File: src/rtl/cpu_state_executor_pkg.sv
// Shared definitions for the micro-state executor.
//  - STATE_* micro-state codes driven by the sequencer.
//  - OP_* opcode values that the executor inspects.
//  - CW_* control-word bit positions, reused by the datapath top.
//  - decode_state(): maps state/opcode/zero flag to a control word and a decode kind.
package cpu_state_executor_pkg;

  localparam int STATE_W = 4;
  localparam int OP_W    = 8;

  typedef enum logic [STATE_W-1:0] {
    STATE_FETCH_PC   = 4'h0,
    STATE_FETCH_INST = 4'h1,
    STATE_LOAD_ADDR  = 4'h2,
    STATE_LDI        = 4'h3,
    STATE_RAM_A      = 4'h4,
    STATE_RAM_B      = 4'h5,
    STATE_STORE_A    = 4'h6,
    STATE_ALU_OP     = 4'h7,
    STATE_OUT_A      = 4'h8,
    STATE_JUMP       = 4'h9,
    STATE_HALT       = 4'hA,
    STATE_NEXT       = 4'hB
  } state_code_t;

  typedef enum logic [OP_W-1:0] {
    OP_NOP = 8'h00,
    OP_LDA = 8'h01,
    OP_ADD = 8'h02,
    OP_SUB = 8'h03,
    OP_STA = 8'h04,
    OP_LDI = 8'h05,
    OP_JMP = 8'h06,
    OP_JEZ = 8'h07,
    OP_JNZ = 8'h08,
    OP_OUT = 8'h0E,
    OP_HLT = 8'h0F
  } opcode_t;

  // Control-word bit positions
  localparam int CW_PC_INC   = 0;
  localparam int CW_PC_LOAD  = 1;
  localparam int CW_MAR_LOAD = 2;
  localparam int CW_RAM_RD   = 3;
  localparam int CW_RAM_WR   = 4;
  localparam int CW_IR_LOAD  = 5;
  localparam int CW_A_LOAD   = 6;
  localparam int CW_B_LOAD   = 7;
  localparam int CW_ALU_SUB  = 8;
  localparam int CW_ALU_EN   = 9;
  localparam int CW_OUT_LOAD = 10;
  localparam int CW_W        = 11;

  typedef logic [CW_W-1:0] ctrl_word_t;

  typedef enum logic [1:0] {
    DEC_STROBE  = 2'd0,
    DEC_NEXT    = 2'd1,
    DEC_HALT    = 2'd2,
    DEC_ILLEGAL = 2'd3
  } dec_kind_t;

  typedef struct packed {
    dec_kind_t  kind;
    ctrl_word_t cw;
  } decode_t;

  function automatic decode_t decode_state(input logic [STATE_W-1:0] state,
                                           input logic [OP_W-1:0]    opcode,
                                           input logic               zero_flag);
    decode_t d;
    logic    taken;
    d.kind = DEC_STROBE;
    d.cw   = '0;
    taken  = (opcode == OP_JMP) ||
             ((opcode == OP_JEZ) && zero_flag) ||
             ((opcode == OP_JNZ) && !zero_flag);
    case (state)
      STATE_FETCH_PC:   d.cw[CW_MAR_LOAD] = 1'b1;
      STATE_FETCH_INST: begin
        d.cw[CW_RAM_RD]  = 1'b1;
        d.cw[CW_IR_LOAD] = 1'b1;
        d.cw[CW_PC_INC]  = 1'b1;
      end
      STATE_LOAD_ADDR: begin
        d.cw[CW_RAM_RD]   = 1'b1;
        d.cw[CW_MAR_LOAD] = 1'b1;
        d.cw[CW_PC_INC]   = 1'b1;
      end
      STATE_LDI: begin
        d.cw[CW_RAM_RD] = 1'b1;
        d.cw[CW_A_LOAD] = 1'b1;
        d.cw[CW_PC_INC] = 1'b1;
      end
      STATE_RAM_A: begin
        d.cw[CW_RAM_RD] = 1'b1;
        d.cw[CW_A_LOAD] = 1'b1;
      end
      STATE_RAM_B: begin
        d.cw[CW_RAM_RD] = 1'b1;
        d.cw[CW_B_LOAD] = 1'b1;
      end
      STATE_STORE_A:    d.cw[CW_RAM_WR] = 1'b1;
      STATE_ALU_OP: begin
        d.cw[CW_ALU_EN]  = 1'b1;
        d.cw[CW_A_LOAD]  = 1'b1;
        d.cw[CW_ALU_SUB] = (opcode == OP_SUB);
      end
      STATE_OUT_A:      d.cw[CW_OUT_LOAD] = 1'b1;
      STATE_JUMP: begin
        // Not taken still has to step over the operand byte.
        if (taken) begin
          d.cw[CW_RAM_RD]  = 1'b1;
          d.cw[CW_PC_LOAD] = 1'b1;
        end else begin
          d.cw[CW_PC_INC] = 1'b1;
        end
      end
      STATE_HALT:       d.kind = DEC_HALT;
      STATE_NEXT:       d.kind = DEC_NEXT;
      default:          d.kind = DEC_ILLEGAL;
    endcase
    return d;
  endfunction

endpackage

File: src/rtl/cpu_state_executor_if.sv
// Sequencer <-> executor bundle.
//  master: sequencer/datapath side, drives state, opcode, alu_zero; receives strobes,
//          flags and reset_cycle.
//  slave:  executor side.
interface cpu_state_executor_if
  import cpu_state_executor_pkg::*;
#(
  parameter int STATE_BITS = STATE_W,
  parameter int OP_BITS    = OP_W
) ();
  logic [STATE_BITS-1:0] state;
  logic [OP_BITS-1:0]    opcode;
  logic                  alu_zero;
  logic pc_inc, pc_load, mar_load, ram_rd, ram_wr, ir_load;
  logic a_load, b_load, alu_sub, alu_en, out_load;
  logic zero_flag, halted, reset_cycle, illegal;

  modport master (
    output state, opcode, alu_zero,
    input  pc_inc, pc_load, mar_load, ram_rd, ram_wr, ir_load,
    input  a_load, b_load, alu_sub, alu_en, out_load,
    input  zero_flag, halted, reset_cycle, illegal
  );

  modport slave (
    input  state, opcode, alu_zero,
    output pc_inc, pc_load, mar_load, ram_rd, ram_wr, ir_load,
    output a_load, b_load, alu_sub, alu_en, out_load,
    output zero_flag, halted, reset_cycle, illegal
  );
endinterface

File: src/rtl/cpu_step_watchdog.sv
// Step watchdog: counts micro-steps since the last STATE_NEXT.
//  clk, reset : clock, async active-high reset
//  step       : a non-NEXT step happened this cycle
//  clear      : STATE_NEXT seen, restart the count
//  freeze     : hold count, suppress expiry (CPU halted / halting)
//  expire     : combinational, high in the step that reaches MAX_STEPS-1
module cpu_step_watchdog #(
  parameter int MAX_STEPS = 8
) (
  input  logic clk,
  input  logic reset,
  input  logic step,
  input  logic clear,
  input  logic freeze,
  output logic expire
);
  localparam int CNT_W = (MAX_STEPS > 2) ? $clog2(MAX_STEPS) : 1;

  logic [CNT_W-1:0] count_reg;

  assign expire = step && !freeze && (count_reg == CNT_W'(MAX_STEPS - 1));

  always_ff @(posedge clk or posedge reset) begin
    if (reset) begin
      count_reg <= '0;
    end else if (!freeze) begin
      if (clear || expire)
        count_reg <= '0;
      else if (step)
        count_reg <= count_reg + CNT_W'(1);
    end
  end
endmodule

File: src/rtl/cpu_state_executor.sv
// Micro-state executor: decodes the sequencer state into registered datapath strobes,
// owns the zero flag, the sticky halt latch and the step watchdog.
//  clk, reset : clock, async active-high reset
//  bus        : cpu_state_executor_if.slave (state/opcode/alu_zero in; strobes,
//               zero_flag, halted, reset_cycle, illegal out)
// Optional: define CTRL_ILLEGAL_TRAP_EN to make undefined state codes set the sticky
// illegal flag and halt; otherwise they yield an all-zero strobe cycle.
module cpu_state_executor
  import cpu_state_executor_pkg::*;
#(
  parameter int MAX_STEPS = 8
) (
  input  logic                   clk,
  input  logic                   reset,
  cpu_state_executor_if.slave    bus
);
  ctrl_word_t cw_reg;
  logic       zero_flag_reg;
  logic       halted_reg;
  logic       reset_cycle_reg;
  decode_t    dec;
  logic       trap;
  logic       halt_req;
  logic       is_next;
  logic       expire;

  assign dec      = decode_state(bus.state, bus.opcode, zero_flag_reg);
  assign is_next  = (dec.kind == DEC_NEXT);
  assign halt_req = (dec.kind == DEC_HALT) || trap;

`ifdef CTRL_ILLEGAL_TRAP_EN
  logic illegal_reg;
  assign trap = (dec.kind == DEC_ILLEGAL);

  always_ff @(posedge clk or posedge reset) begin
    if (reset)
      illegal_reg <= 1'b0;
    else if (trap && !halted_reg)
      illegal_reg <= 1'b1;
  end
  assign bus.illegal = illegal_reg;
`else
  assign trap        = 1'b0;
  assign bus.illegal = 1'b0;
`endif

  // Freezing on halt_req as well makes a halt win over a same-cycle expiry.
  cpu_step_watchdog #(.MAX_STEPS(MAX_STEPS)) u_watchdog (
    .clk    (clk),
    .reset  (reset),
    .step   (!is_next),
    .clear  (is_next),
    .freeze (halted_reg || halt_req),
    .expire (expire)
  );

  always_ff @(posedge clk or posedge reset) begin
    if (reset) begin
      cw_reg          <= '0;
      zero_flag_reg   <= 1'b0;
      halted_reg      <= 1'b0;
      reset_cycle_reg <= 1'b0;
    end else if (halted_reg) begin
      cw_reg          <= '0;
      reset_cycle_reg <= 1'b0;
    end else begin
      halted_reg      <= halt_req;
      cw_reg          <= halt_req ? '0 : dec.cw;
      reset_cycle_reg <= !halt_req && (is_next || expire);
      if (bus.state == STATE_ALU_OP)
        zero_flag_reg <= bus.alu_zero;
    end
  end

  assign bus.pc_inc      = cw_reg[CW_PC_INC];
  assign bus.pc_load     = cw_reg[CW_PC_LOAD];
  assign bus.mar_load    = cw_reg[CW_MAR_LOAD];
  assign bus.ram_rd      = cw_reg[CW_RAM_RD];
  assign bus.ram_wr      = cw_reg[CW_RAM_WR];
  assign bus.ir_load     = cw_reg[CW_IR_LOAD];
  assign bus.a_load      = cw_reg[CW_A_LOAD];
  assign bus.b_load      = cw_reg[CW_B_LOAD];
  assign bus.alu_sub     = cw_reg[CW_ALU_SUB];
  assign bus.alu_en      = cw_reg[CW_ALU_EN];
  assign bus.out_load    = cw_reg[CW_OUT_LOAD];
  assign bus.zero_flag   = zero_flag_reg;
  assign bus.halted      = halted_reg;
  assign bus.reset_cycle = reset_cycle_reg;
endmodule

File: src/flat_wrapper.sv
// flat-port wrapper written by rule: the top's interface ports become plain ports
module cpu_state_executor_flat import cpu_state_executor_pkg::*;
#(
  parameter int MAX_STEPS = 8
)
  (clk, reset, bus_state, bus_opcode, bus_alu_zero, bus_pc_inc, bus_pc_load, bus_mar_load, bus_ram_rd, bus_ram_wr, bus_ir_load, bus_a_load, bus_b_load, bus_alu_sub, bus_alu_en, bus_out_load, bus_zero_flag, bus_halted, bus_reset_cycle, bus_illegal);
  cpu_state_executor_if bus_i ();
  input  logic clk;
  input  logic reset;
  input wire logic [$bits(bus_i.state)-1:0] bus_state;
  input wire logic [$bits(bus_i.opcode)-1:0] bus_opcode;
  input wire logic [$bits(bus_i.alu_zero)-1:0] bus_alu_zero;
  output wire logic [$bits(bus_i.pc_inc)-1:0] bus_pc_inc;
  output wire logic [$bits(bus_i.pc_load)-1:0] bus_pc_load;
  output wire logic [$bits(bus_i.mar_load)-1:0] bus_mar_load;
  output wire logic [$bits(bus_i.ram_rd)-1:0] bus_ram_rd;
  output wire logic [$bits(bus_i.ram_wr)-1:0] bus_ram_wr;
  output wire logic [$bits(bus_i.ir_load)-1:0] bus_ir_load;
  output wire logic [$bits(bus_i.a_load)-1:0] bus_a_load;
  output wire logic [$bits(bus_i.b_load)-1:0] bus_b_load;
  output wire logic [$bits(bus_i.alu_sub)-1:0] bus_alu_sub;
  output wire logic [$bits(bus_i.alu_en)-1:0] bus_alu_en;
  output wire logic [$bits(bus_i.out_load)-1:0] bus_out_load;
  output wire logic [$bits(bus_i.zero_flag)-1:0] bus_zero_flag;
  output wire logic [$bits(bus_i.halted)-1:0] bus_halted;
  output wire logic [$bits(bus_i.reset_cycle)-1:0] bus_reset_cycle;
  output wire logic [$bits(bus_i.illegal)-1:0] bus_illegal;
  assign bus_i.state = bus_state;
  assign bus_i.opcode = bus_opcode;
  assign bus_i.alu_zero = bus_alu_zero;
  assign bus_pc_inc = bus_i.pc_inc;
  assign bus_pc_load = bus_i.pc_load;
  assign bus_mar_load = bus_i.mar_load;
  assign bus_ram_rd = bus_i.ram_rd;
  assign bus_ram_wr = bus_i.ram_wr;
  assign bus_ir_load = bus_i.ir_load;
  assign bus_a_load = bus_i.a_load;
  assign bus_b_load = bus_i.b_load;
  assign bus_alu_sub = bus_i.alu_sub;
  assign bus_alu_en = bus_i.alu_en;
  assign bus_out_load = bus_i.out_load;
  assign bus_zero_flag = bus_i.zero_flag;
  assign bus_halted = bus_i.halted;
  assign bus_reset_cycle = bus_i.reset_cycle;
  assign bus_illegal = bus_i.illegal;
  cpu_state_executor #(.MAX_STEPS(MAX_STEPS)) u_core (.clk(clk), .reset(reset), .bus(bus_i));
endmodule
File: config.mk
export PLATFORM = sky130hd
export DESIGN_NAME = cpu_state_executor_flat
export DESIGN_NICKNAME = d
export VERILOG_FILES = /design/src/rtl/cpu_state_executor_pkg.sv /design/src/rtl/cpu_state_executor_if.sv /design/src/rtl/cpu_step_watchdog.sv /design/src/rtl/cpu_state_executor.sv /design/src/flat_wrapper.sv
export SDC_FILE = /design/constraint.sdc
export NUM_CORES = 1
export LEC_CHECK = 0
export BUFFER_PORTS_ARGS = -buffer_cell sky130_fd_sc_hd__buf_2
export CAP_MARGIN = 20
export CORE_ASPECT_RATIO = 1.1
export CORE_UTILIZATION = 41
export CTS_CLUSTER_DIAMETER = 40
export DETAILED_ROUTE_END_ITERATION = 10
export MAX_ROUTING_LAYER = met4
export PLACE_DENSITY = 0.78
export SETUP_SLACK_MARGIN = 0.1
export SYNTH_ARGS = -nofsm -noshare
export SYNTH_HDL_FRONTEND = slang
export SYNTH_SLANG_ARGS = --single-unit
File: constraint.sdc
create_clock -name clk -period 1.5 [get_ports clk]
set_input_delay 0.15 -clock clk [delete_from_list [all_inputs] [get_ports clk]]
set_output_delay 0.15 -clock clk [all_outputs]
set_load 0.02 [all_outputs]
# Yosys cells after proc, flatten, opt, wreduce, memory -nomap -nowiden
# Cells that the tools add are included.
[word_totals]
ff_bits = 17
latchBits = 0
ram_bits = 0
rom_bits = 0
word_cells = 67
n_memories = 0
[classes]
addsub = 1
n_mul = 0
div = 0
n_lt_le_gt_ge = 0
eq_ne = 19
shifts = 0
mux = 19
bitwise_logic = 2
n_reduce_logical = 21
[op_table]
columns = ["cell", "count"]
rows = [
  ["11-bit two-way mux", 2],
  ["4-bit by 3-bit == test with 1-bit output, second input constant", 4],
  ["4-bit == test, second input constant", 4],
  ["8-bit by 3-bit == test with 1-bit output, second input constant", 2],
  ["1-bit two-way mux", 11],
  ["10-bit OR reduction", 1],
  ["4-bit by 2-bit == test with 1-bit output, second input constant", 2],
  ["8-bit by 2-bit == test with 1-bit output, second input constant", 1],
  ["8-bit by 4-bit == test with 1-bit output, second input constant", 1],
  ["3-bit two-way mux", 2],
  ["2-bit one-hot mux with 3 select lines", 1],
  ["3-bit OR reduction", 2],
  ["1-bit logical AND", 5],
  ["5-bit OR reduction", 1],
  ["4-bit by 1-bit == test with 1-bit output, second input constant", 1],
  ["1-bit zero test", 4],
  ["4-bit zero test", 1],
  ["1-bit logical OR", 4],
  ["1-bit one-hot mux with 2 select lines", 2],
  ["2-bit AND reduction", 2],
  ["3-bit by 1-bit adder with 3-bit output, second input constant", 1],
  ["3-bit == test, second input constant", 1],
  ["2-bit by 1-bit == test with 1-bit output, second input constant", 1],
  ["2-bit == test, second input constant", 1],
  ["4 further kinds", 5],
]

# Depth between registers and ports, before layout
[depth]
depth_word = 11
mapped_depth = 4
mapped_depth_nobuf = 4

# By module
# A second synthesis with hierarchy kept.
[unflattened]
cells_unflattened = 73
hier_area_um2 = 820.8
[by_module_without_submodules]
columns = ["mod", "instances", "cells_each", "area_per_inst_um2", "seq_area_each_um2"]
rows = [
  ["cpu_state_executor", 1, 58, 625.6, 350.3],
  ["cpu_step_watchdog", 1, 15, 195.2, 75.1],
]

# Least setup slack after synthesis
# Ideal clock, no wire load.
[synth_path]
path_type = "register to register"
from = "register u_core.halted_reg (netlist: u_core.bus.halted)"
to = "register u_core.zero_flag_reg (netlist: u_core.bus.zero_flag)"
t_arrival_ns = 1.419
slack_ns = -0.047
path_stages_with_launch = 5
path_buffers = 1
synth_period_minus_slack_ns = 1.547
cell_sequence = "dfrtp_1 > buf_6 > or3b_4 > nor2_4 > mux2_1"
[synth_via]
elab_chain_len = 2
[synth_rtl]
columns = ["item", "line_no", "rtl"]
rows = [
  ["start, declared", "cpu_state_executor.sv:19", "logic halted_reg;"],
  ["start signal, assigned", "cpu_state_executor.sv:67", "halted_reg <= halt_req;"],
  ["1-bit NOT (no source line)", "-", ""],
  ["2-bit AND reduction (no source line)", "-", ""],
  ["end signal, assigned", "cpu_state_executor.sv:71", "zero_flag_reg <= bus.alu_zero;"],
  ["end, declared", "cpu_state_executor.sv:18", "logic zero_flag_reg;"],
]
# Every way passes these cells.
# A chain may end at the register's enable or synchronous reset.

# Worst setup path after layout
# Ends and elaborated chain as after synthesis.

==> flow_summary_export.csv <==
group,metric,value,unit
synth,synth_edf_count,0,
synth,synth_seq_cells,17,
drt,drt_iter0_drc,11,
worst_setup_path,arrival,1.53,ns
synth,yosys.area_share.simple,20.75,%
drt,dr.pass1.iters,4,
timing,finClkSkew,0.001957,ns
floorplan,core,1614,um^2
timing,rsz0062_at_grt,"false",
synth,synth_cell_type_count,28,
synth,postSynth.asyncResetShare,100.0,%
layout,final_nets,111,
global_routing,grt_pass1_vias,543,
power_and_ir_drop,peakVddDrop,0.0004503,V
global_routing,grt_first_pass_wirelength,2.249,mm
power_and_ir_drop,p_sw_share,26.89,%
worst_setup_path,crit_required,1.67,ns
synth,synthTopCellsByCount,"17 x dfrtp_1, 7 x nor2_1, 3 x nand2b_1",
drt,routedWlPerCell,13.26,um
worst_setup_path,crit_type,"flip-flop to flip-flop",
drt,routed_via_density,5.364,
layout,areaGrowthSynthToFinish,27.21,%
synth,seq_area_frac_synth,57.82,%
place,placed_cell_area,887.1,um^2
floorplan,pin_count,30,
place,io_buffer_count,28,
global_routing,track_usage,16.30,%
clock_network,numCtsBuffers,3,
timing,setup_viol,0,
synth,synth.largest_area_cell,"dfrtp_1",
power_and_ir_drop,p_clk_share,24.1,%
min_path,min_path_type,"input port to flip-flop",
clock_network,cts_tree,"built",
power_and_ir_drop,p_switching,257.3,uW
global_routing,grt_max_degree,18,
drt,dr_total_vias,590,
worst_setup_path,start_kind,"flip-flop",
clock_network,clockBufferDepth,2,
synth,yosys_warnings,0,
floorplan,chipWidth,42.39,um
drt,drc,0,
layout,largest_reg_flops,11,
clock_network,clk_latency,0.28,ns
synth,synthXorXnorAreaFrac,0,%
clock_network,root_buffer,"clkbuf_4",
synth,synth-compound-area-share,9.524,%
timing,period_needed,1.360,ns
global_routing,antenna_found_initial,0,
synth,synthAdderAreaFrac,3.401,%
power_and_ir_drop,leakage,0.4875,nW
floorplan,die_h,46.43,um
drt,drt-total-wl,1.459,mm
status,status,"complete, no violations",
layout,n_antenna_cell,0,
timing,worstMarginPinSlew,0.5959,ns
timing,hold_violations,0,
synth,syn_nets,78,
global_routing,overflow,0,
layout,fin_area,935.9,um^2
power_and_ir_drop,power_density,1022,nW/um^2
floorplan,start_util,45.58,%
timing,fmax,0.7354,GHz
power_and_ir_drop,finalPower,956.9,uW
floorplan,rows,15,
synth,synth_top_area_share,57.82,%
clock_network,cts_setup_buffers,0,
synth,synth.most_common_cell,"dfrtp_1",
power_and_ir_drop,seq_power_share,56.4,%
power_and_ir_drop,comb_power_share,19.5,%
worst_setup_path,crit_fanout,3,
place,gp_congestion,0.8176,
synth,syn_area_per_cell,12.06,um^2
synth,synth_cells,61,
synth,syn-cell-area,735.7,um^2
worst_setup_path,end_kind,"flip-flop",
synth,synth_top_family_by_area,"simple AND/OR/NAND/NOR gates",
clock_network,h-tree-depth,1,
synth,ys_dominant_reg_cell,"dfrtp_1",
place,dpl.hpwl,1.070,mm
timing,setup_tns,0,ns
power_and_ir_drop,intPower,699.6,uW
clock_network,cts_sinks,17,
timing,period_share,90.65,%
timing,slew_headroom,60.23,%
layout,fillers,139,
drt,ant_nets,0,
synth,synthTopCellsByArea,"dfrtp_1 58%, nor2_1 3.6%, ha_1 3.4%",
timing,slew_violations,0,
run,maxCapViolations,0,
clock_network,cts.clk_slew.worst_paths,0.09,ns
floorplan,die_area,1968,um^2
timing,timing.hold.ws,0.08793,ns
layout,drive_gt1_share,43.01,%
synth,synth.area.mux_share,4.422,%
-- routing by layer --
| layer | vias to the layer above | track usage (%) | wire length (um) | part of all wire [%] |
|---|---|---|---|---|
| li1 | 280 | - | - | - |
| met1 | 278 | 16.22 | 581 | 40 |
| met2 | 25 | 29.23 | 733 | 50 |
| met3 | 7 | 2.353 | 74 | 5.1 |
| met4 | 0 | 12.50 | 70 | 4.8 |
| met5 | - | - | 0 | 0 |
-- final timing paths --
kind                                                                  from                                    endpoint  slack, ns  cells past startpoint
worst max-delay path                           u_core.bus.halted$_DFF_PP0_            u_core.bus.zero_flag$_DFFE_PP0P_       0.14                      3
worst min-delay path                                          bus_alu_zero            u_core.bus.zero_flag$_DFFE_PP0P_       0.09                      2
worst max register to register                 u_core.bus.halted$_DFF_PP0_            u_core.bus.zero_flag$_DFFE_PP0P_       0.14                      3
worst min register to register  u_core.u_watchdog.count_reg[2]$_DFFE_PP0P_  u_core.u_watchdog.count_reg[2]$_DFFE_PP0P_       0.53                      1
min in group asynchronous                                            reset                 u_core.cw_reg[10]$_DFF_PP0_       0.47                      3
max in group asynchronous                                            reset                 u_core.bus.halted$_DFF_PP0_       0.61                      3
-- stage by stage --
| stage | std cells | utilization (%) | worst slack (ns) |
|---|---|---|---|
| floorplan | 61 | - | 0.0003719 |
| global placement | 105 | 54.96 | 0.1907 |
| detailed placement | 105 | 54.96 | 0.1522 |
| CTS | 110 | 57.29 | 0.1328 |
| global route | 110 | 57.98 | 0.1059 |
| finish | 110 | 57.98 | 0.1403 |
-- timing repair --
| item | CTS | global route |
|---|---|---|
| gates resized for setup | 0 | 2 |
| endpoints found under the hold margin | 17 | 0 |
| endpoints found under the setup margin | 0 | 4 |
| hold buffers | 1 | 0 |
-- cells in the final DEF (no fill, tap or decap), types with 2 or more instances in the layout --
master,netlist,layout
a22o_1,2,2
nand2b_1,3,3
clkbuf_4,0,3
nor2_1,7,7
inv_1,2,2
a211oi_1,2,2
dfrtp_1,17,16
nor4_1,2,2
nand2_1,2,2
buf_2,0,28
or3_1,2,2
ha_1,2,2
-- worst max-delay path, stage by stage (launching register included) --
cell	delay [ns]
dfrtp_2	0.41
or3b_4	0.40
nor2_4	0.11
mux2_1	0.32
-- power by group through the flow --
stage	registers, mW	logic (mW)	clock network [mW]
final	0.539	0.187	0.231
after global placement	0.544	0.171	0
after CTS	0.538	0.184	0.244
after global routing	0.544	0.207	0.261
after detailed placement	0.547	0.180	0
after floorplan	0.556	0.112	0
-- layout make-up --
| type | instances | area, um^2 | area share, % |
|---|---|---|---|
| well taps | 17 | 21.27 | 2.273 |
| flip-flops and latches | 17 | 426.7 | 45.59 |
| multi-input cells | 40 | 295.3 | 31.55 |
| repair buffers | 30 | 157.7 | 16.84 |
| clock buffers | 3 | 22.52 | 2.406 |
| inverters | 2 | 7.507 | 0.8021 |
| clock inverters | 1 | 5.005 | 0.5348 |
-- kinds of logic (layout without fill, tap and decap cells) --
kind of cell,count (synthesis),count (layout)
muxes,3,3
adders and majority gates,2,2
other,1,1
buffers and inverters,4,36
and+or+nand+nor,25,25
DFF,17,17
AOI/OAI and AO/OA,9,9
(Power assumes the default switching activity.)
